<file path="config.mk">
export PLATFORM = sky130hd
export DESIGN_NAME = exp_golomb_enc_k
export DESIGN_NICKNAME = d
export VERILOG_FILES = /design/src/rtl/exp_golomb_pkg.sv /design/src/rtl/eg_lzd.sv /design/src/rtl/exp_golomb_enc_k.sv
export SDC_FILE = /design/constraint.sdc
export NUM_CORES = 1
export LEC_CHECK = 0
export CAP_MARGIN = 20
export CORE_MARGIN = 3
export CORE_UTILIZATION = 31
export CTS_CLUSTER_DIAMETER = 40
export DETAILED_ROUTE_END_ITERATION = 8
export HOLD_SLACK_MARGIN = 0.1
export SLEW_MARGIN = 40
export SYNTH_ARGS = -nofsm -noshare
export SYNTH_HDL_FRONTEND = slang
export SYNTH_SLANG_ARGS = --single-unit
</file>
<file path="constraint.sdc">
create_clock -name clk -period 12.1 [get_ports clk]
set_clock_uncertainty 0.15 [all_clocks]
set_input_delay 2.42 -clock clk [delete_from_list [all_inputs] [get_ports clk]]
set_output_delay 2.42 -clock clk [all_outputs]
set_load 0.01 [all_outputs]
</file>
<file path="src/rtl/exp_golomb_pkg.sv">
// Shared state type and arithmetic helpers for the order-k Exp-Golomb encoder.
package exp_golomb_pkg;

    typedef enum logic [1:0] {
        IDLE   = 2'd0,
        PREFIX = 2'd1,
        SUFFIX = 2'd2
    } eg_state_e;

    // Wide enough for any practical DATA_W; callers truncate the result.
    localparam int MAP_W = 34;

    // se mapping: x>0 -> 2x-1, x<=0 -> -2x (the most negative input maps to 2^DATA_W).
    function automatic logic [MAP_W-1:0] se_map(input logic signed [MAP_W-1:0] x);
        logic [MAP_W-1:0] ux;
        ux = x;
        if (!x[MAP_W-1] && (ux != '0)) begin
            return (ux << 1) - MAP_W'(1);
        end
        return (MAP_W'(0) - ux) << 1;
    endfunction

    function automatic logic [7:0] eg_len(input logic [7:0] n, input logic [7:0] k);
        return (n << 1) - k + 8'd1;
    endfunction

endpackage

</file>
<file path="src/rtl/eg_lzd.sv">
// Combinational leading-one detector: returns the index of the highest set bit.
module eg_lzd #(
    parameter int W     = 10,
    parameter int IDX_W = $clog2(W)
) (
    input  logic [W-1:0]     vec_i,
    output logic [IDX_W-1:0] idx_o
);

    always_comb begin
        idx_o = '0;
        for (int i = 0; i < W; i++) begin
            if (vec_i[i]) begin
                idx_o = IDX_W'(i);
            end
        end
    end

endmodule

</file>
<file path="src/rtl/exp_golomb_enc_k.sv">
// Order-k Exp-Golomb serial encoder: ue/se values in, codeword out MSB-first,
// one bit per valid/ready beat.
module exp_golomb_enc_k
    import exp_golomb_pkg::*;
#(
    parameter int DATA_W = 8,
    parameter int K_MAX  = 3,
    parameter int K_W    = $clog2(K_MAX + 1),
    parameter int LEN_W  = $clog2(2 * DATA_W + 4)
) (
    input  logic              clk,
    input  logic              rst_n,
    input  logic              in_valid,
    output logic              in_ready,
    input  logic [DATA_W-1:0] in_data,
    input  logic [K_W-1:0]    in_k,
    input  logic              in_signed,
    output logic              bit_valid,
    output logic              bit_data,
    output logic              bit_last,
    input  logic              bit_ready,
    output logic [LEN_W-1:0]  code_len,
    output logic              busy,
    output eg_state_e         dbg_state
);

    // Handshakes: a transfer happens on a rising clk edge where valid & ready;
    // a presented bit (bit_data/bit_last/code_len) holds until it transfers.

    localparam int W_W = DATA_W + 2;
    localparam int N_W = $clog2(W_W);

    eg_state_e        state_q, state_d;
    logic [W_W-1:0]   w_q, w_d;
    logic [N_W-1:0]   pcnt_q, pcnt_d;
    logic [N_W-1:0]   idx_q, idx_d;
    logic [LEN_W-1:0] len_q, len_d;

    logic [K_W-1:0]   keff;
    logic [DATA_W:0]  m;
    logic [W_W-1:0]   w_in;
    logic [N_W-1:0]   n_in;
    logic [N_W-1:0]   p_in;

    always_comb begin
        keff = (in_k > K_W'(K_MAX)) ? K_W'(K_MAX) : in_k;
        if (in_signed) begin
            m = (DATA_W + 1)'(se_map(MAP_W'(signed'(in_data))));
        end else begin
            m = {1'b0, in_data};
        end
        w_in = {1'b0, m} + (W_W'(1) << keff);
        // w_in >= 2^keff, so the leading-one index never falls below keff.
        p_in = n_in - N_W'(keff);
    end

    eg_lzd #(
        .W     (W_W),
        .IDX_W (N_W)
    ) u_lzd (
        .vec_i (w_in),
        .idx_o (n_in)
    );

    always_comb begin
        state_d   = state_q;
        w_d       = w_q;
        pcnt_d    = pcnt_q;
        idx_d     = idx_q;
        len_d     = len_q;
        in_ready  = 1'b0;
        bit_valid = 1'b0;
        bit_data  = 1'b0;
        bit_last  = 1'b0;
        case (state_q)
            IDLE: begin
                in_ready = 1'b1;
                if (in_valid) begin
                    w_d     = w_in;
                    pcnt_d  = p_in;
                    idx_d   = n_in;
                    len_d   = LEN_W'(eg_len(8'(n_in), 8'(keff)));
                    state_d = (p_in != '0) ? PREFIX : SUFFIX;
                end
            end
            PREFIX: begin
                bit_valid = 1'b1;
                if (bit_ready) begin
                    pcnt_d = pcnt_q - N_W'(1);
                    if (pcnt_q == N_W'(1)) begin
                        state_d = SUFFIX;
                    end
                end
            end
            SUFFIX: begin
                bit_valid = 1'b1;
                bit_data  = w_q[idx_q];
                bit_last  = (idx_q == '0);
                if (bit_ready) begin
                    if (idx_q == '0) begin
                        state_d = IDLE;
                        len_d   = '0;
                    end else begin
                        idx_d = idx_q - N_W'(1);
                    end
                end
            end
            default: begin
                state_d = IDLE;
                len_d   = '0;
            end
        endcase
    end

    always_ff @(posedge clk) begin
        if (!rst_n) begin
            state_q <= IDLE;
            w_q     <= '0;
            pcnt_q  <= '0;
            idx_q   <= '0;
            len_q   <= '0;
        end else begin
            state_q <= state_d;
            w_q     <= w_d;
            pcnt_q  <= pcnt_d;
            idx_q   <= idx_d;
            len_q   <= len_d;
        end
    end

    assign code_len  = len_q;
    assign busy      = (state_q != IDLE);
    assign dbg_state = state_q;

endmodule

</file>
After elaboration in Yosys (flattened, before gate mapping):

Cells that the tools add are included.

* register bits after elaboration: 25
* bits of input ports: 15
* output and inout port bits: 12
* word-level logic and storage cells: 80

* add/sub/neg operators: 8
* magnitude comparators: 2
* eq/ne operators: 9
* shift-type cells: 1
* multiplexer cells: 39
* bitwise operators: 1
* reduce and logical (&&, ||, !) cells: 15

Operators with widths (number)
* $reduce_bool 34->1: 1
* $mux 4: 7
* $mux 9: 3
* $mux 2: 9
* $pmux 4 s2: 2
* $mux 5: 3
* $pmux 5 s3: 1
* $mux 3: 4
* $ne 2x2->1 const B: 6
* $add 9x10->10: 1
* $shl 1x2->10 const A: 1
* $sub 9x2->9 const B: 1
* $mux 1: 8
* $reduce_and 4->1: 2
* $sub 1x8->8 const A: 1
* $sub 4x1->4 const B: 2
* $pmux 2 s3: 1
* $reduce_bool 2->1: 3
* $add 5x2->5 const B: 1
* $lt 4x5->1 const B: 1
* $reduce_and 5->1: 1
* $sub 5x2->5: 1
* $bmux 1 s4: 1
* $eq 4x1->1 const B: 1
* 13 further kinds: 13

Depth between registers and ports, before layout:

* depth after elaboration: 21
* mapped depth: 24
* gate-level depth less buffers: 24

Hierarchy:

From an unflattened synthesis, not the netlist that was laid out.

* cell total of the unflattened synthesis: 271
* area, all modules: 2159.6 µm²

Modules (own cells, without submodules)
* exp_golomb_enc_k: instances 1, cells an instance 259, area each 2087.0 µm², seq. area each 500.5 µm²
* eg_lzd: instances 1, cells an instance 12, area each 72.6 µm², seq. area each 0.0 µm²

Least setup slack after synthesis:

OpenSTA, ideal clock, no wires.

* path type: input port to flip-flop
* start point: input port in_data[0]
* end point: register state_q[0], in the netlist dbg_state[0]
* library setup time: 116 ps
* data arrival time: 6501 ps
* data required time: 11834 ps
* path slack: 5333 ps
* stages: 22
* path buffers: 0
* cell sequence: inv_1 ha_1 nor4b_4 a21oi_2 xnor2_1 a21o_1 fa_1 nor2b_1 o21ai_0 nor2b_1 a2111oi_4 xnor2_1 a21oi_1 o21ai_0 ha_1 fa_1 nand2_1 nor2_1 nand2b_1 o22ai_1 o21ba_1 a41o_1

* word-level cells in the longest chain between the ends: 21
* elaborated cells between the ends (all ways): 24
* classes of those cells: add/sub: 4; mux: 17; reduce/logical: 3

Ends and longest elaborated chain
* start, declared: RTL line exp_golomb_enc_k.sv:15 `input logic [DATA_W-1:0] in_data,`
* branches (longest 5 deep; another with $sub 9x2->9)
* $mux 9 *: RTL line exp_golomb_enc_k.sv:47 `if (in_signed) begin`
* $add 9x10->10 *: RTL line exp_golomb_enc_k.sv:52 `w_in = {1'b0, m} + (W_W'(1) << keff);`
* $mux 1: RTL line eg_lzd.sv:13 `if (vec_i[i]) begin`
* $mux 2 (2 in a row): RTL line eg_lzd.sv:13
* $mux 3 (4 in a row): RTL line eg_lzd.sv:13
* $mux 4: RTL line eg_lzd.sv:13
* $mux 4 *: RTL line eg_lzd.sv:13
* $sub 4x2->4 *: RTL line exp_golomb_enc_k.sv:54 `p_in = n_in - N_W'(keff);`
* $reduce_bool 4->1 *: RTL line exp_golomb_enc_k.sv:83 `state_d = (p_in != '0) ? PREFIX : SUFFIX;`
* $mux 2 *: RTL line exp_golomb_enc_k.sv:83
* $mux 2 *: RTL line exp_golomb_enc_k.sv:78 `if (in_valid) begin`
* $pmux 2 s3 *: RTL line exp_golomb_enc_k.sv:75 `case (state_q)`
* end signal, assigned: RTL line exp_golomb_enc_k.sv:123 `state_q <= state_d;`
* end, declared: RTL line exp_golomb_enc_k.sv:33 `eg_state_e state_q, state_d;`

Every way passes the cells marked *. The select of a mux whose other input is x is not followed.
A chain may end at the register's enable or synchronous reset.

Worst setup path after layout:

Same ends and word-level chain as after synthesis.

==> flow_summary.toml <==
[status]
status = "complete, no violations"

[clocking]
clk_path_buf_depth = 2
cts_setup_buffers = 0
hold_buffers = 0
path_clk_slew_ps = 90
insertion_delay_ps = 270
cts_resized = 0
cts_tree = "built"
cts_htree_levels = 1
cts_num_sinks = 25
cts-root-buf = "clkbuf_8"
cts_made_buffers = 3

[logic_synthesis]
syn_avg_cell_area_um2 = 7.84
ys_warn_count = 0
netlist_area_um2 = 2300
synth-main-ff-cell = "dfxtp_1"
ys_seq_elements = 25
synth_edf_count = 0
synth_fp_nets = 326
ys_seq_area_frac = 0.218
async_flop_share = 0
synthCells = 293
synth_cell_type_count = 56

[global_routing]
grt.busiest_layer = "met2"
use_met3 = 0.0189
grtUsageMet2 = 0.204
grt_usage = 0.128
grt_overflow = 0
grt_use_met1 = 0.186
grt_pass1_wl_mm = 9.17
grt_max_degree = 28
antenna_found_initial = 0
first_global_vias = 1965

[routing]
routedWlPerCell_um = 13.2
first_iter_violations = 148
drt_wl_total_mm = 5.35
final_antenna_net_count = 0
routed_via_density = 5.02
vias = 2040
drc = 0
drt_first_pass_iters = 4

[finish]
final_common_cell = "nand2_1"
instances_no_fill = 406
drive_gt1_frac = 0.0548
num_antenna_cells = 0
fin_nets = 344
layout_common_cells = "33 x nand2_1, 26 x nor2_1, 25 x dfxtp_1, 25 x clkdlybuf4s50_1, 21 x inv_1"
finish.instance_area_um2 = 2670
syn_to_final_growth_pct = 16.1

[min_path]
worstHoldEndpoint = "w_q[7]$_SDFFE_PN0P_"
hold_depth = 2
hold_class = "reg -> reg"
hold_start = "w_q[7]$_SDFFE_PN0P_"

[placement]
dpl.hpwl_mm = 4.08
post_dp_cell_area_um2 = 2620
dpl.cell_count = 402
port_buffers = 26
place_congestion = 0.820

[timing]
setup_viol_count_final = 0
fmax_mhz = 133
finalMaxSlewViolations = 0
finalHoldViolations = 0
tightest_slew_ps = 775
slew_headroom = 0.481
finalSetupTns_ps = 0
period_share = 0.624
fin_crit_ps = 7540
rsz0062_at_grt = "false"

[floorplan]
die_area_um2 = 8480
die_w_um = 92.1
fp-row-count = 30
io-pin-count = 27
initial_core_util = 0.329
core-area_um2 = 6980
chipHeight_um = 92.1

[worst_setup_path]
reg2reg_depth = 8
r2r-end = "idx_q[2]$_SDFFE_PN0P_"
r2r-start = "idx_q[0]$_SDFFE_PN0P_"
cp.required_ps = 12120
critPathCaptureType = "flop"
worstPathArrival_ps = 7560
path_class = "in -> reg"
reg2reg_slack_ps = 9540
cp_max_fo = 7
start_kind = "input port"

[power]
peakVddDrop_mv = 0.112
pwr_density_cell_nw_per_um2 = 173
power.leakage_nw = 1.04

[job]
max_cap_violations = 0
## report_power, final
| group | total (mW) | internal [mW] | switching [mW] |
|---|---|---|---|
| Combinational | 0.279 | 0.124 | 0.155 |
| Sequential | 0.134 | 0.110 | 0.0239 |
| Clock | 0.0496 | 0.0235 | 0.0261 |
## per-layer routing
| layer | routed length (um) | vias up |
|---|---|---|
| met5 | 0 | - |
| met4 | 50 | 0 |
| met3 | 137 | 4 |
| met2 | 2400 | 32 |
| met1 | 2760 | 932 |
| li1 | - | 1072 |
## critical path: stages
cell and delay [ps]:
clkdlybuf4s50_1 530, inv_1 70, ha_1 230, nor4b_4 170
a21oi_2 350, nand2_1 80, o21ai_0 130, ha_1 250
inv_1 70, fa_1 400, nor2b_1 160, o21ai_0 90
nor2b_1 190, a2111oi_4 290, xnor2_1 210, a21oi_1 180
o21ai_0 150, ha_1 260, fa_1 540, nand2_1 70
nor2_1 120, nand2b_1 70, o22ai_1 130, o21ba_1 170
a41o_1 220
## synthesized netlist by cell type, types with 2 or more instances
cell type | number | area (um^2)
a211oi_1 | 7 | 52.6
a21boi_0 | 10 | 75.1
a21o_1 | 4 | 30.0
a21oi_1 | 16 | 80.1
a31oi_1 | 2 | 12.5
and2_1 | 5 | 31.3
and3_1 | 2 | 12.5
clkbuf_1 | 10 | 37.5
dfxtp_1 | 25 | 500
fa_1 | 3 | 60.1
ha_1 | 15 | 188
inv_1 | 21 | 78.8
mux2i_1 | 3 | 30.0
mux4_2 | 2 | 45.0
nand2_1 | 33 | 124
nand2b_1 | 5 | 31.3
nand3_1 | 10 | 50.1
nand3b_1 | 4 | 30.0
nor2_1 | 26 | 97.6
nor2b_1 | 8 | 50.1
nor3_1 | 4 | 20.0
nor3b_1 | 4 | 30.0
o2111ai_1 | 2 | 17.5
o211a_1 | 4 | 40.0
o21ai_0 | 17 | 85.1
o221ai_1 | 3 | 26.3
o22ai_1 | 3 | 18.8
o31ai_1 | 3 | 22.5
or3_1 | 3 | 18.8
or4_1 | 2 | 15.0
xnor2_1 | 10 | 87.6
xor2_1 | 3 | 26.3
## registers in the layout, indices dropped and copies added, names as in the netlist
register and count:
w_q 10, code_len 5, idx_q 4, pcnt_q 4, dbg_state 2
## kinds of logic (layout without fill, tap and decap cells)
logic type,Yosys count,after routing,synth area share
adder cells (fa/ha/maj),18,18,0.108
buffers and inverters,34,51,0.0566
AO/OA/AOI/OAI,85,85,0.277
flip-flops,25,25,0.218
XOR/XNOR,14,14,0.0566
AND/OR/NAND/NOR,111,111,0.247
multiplexers,6,6,0.0376
## per-stage QoR
step	util	total power, mW	hold slack, ps	worst slack [ps]
global placement	0.376	0.413	303	4290
floorplan	-	0.325	290	5330
global route	0.382	0.509	346	4090
CTS	0.382	0.465	319	4530
detailed placement	0.376	0.412	307	4250
finish	0.382	0.463	317	4560
## cell type report
class,count,area [um^2]
clock buffer,4,45.0
timing repair buffer,26,255
sequential,25,500
tap,96,120
multi-input combinational,234,1670
inverter,21,78.8
fill,767,4310
## how the worst max path moves through the flow
stage | startpoint | to | cells past startpoint
2_1_floorplan | in_data[0] | dbg_state[0]$_SDFFE_PN0P_ | 22
5_1_grt | in_data[0] | dbg_state[0]$_SDFFE_PN0P_ | 25
3_3_place_gp | in_data[0] | dbg_state[0]$_SDFFE_PN0P_ | 25
4_1_cts | in_data[0] | dbg_state[0]$_SDFFE_PN0P_ | 25
6_report | in_data[0] | dbg_state[0]$_SDFFE_PN0P_ | 25
3_5_place_dp | in_data[0] | dbg_state[0]$_SDFFE_PN0P_ | 25
No activity file was read; power rests on OpenSTA's default activity.
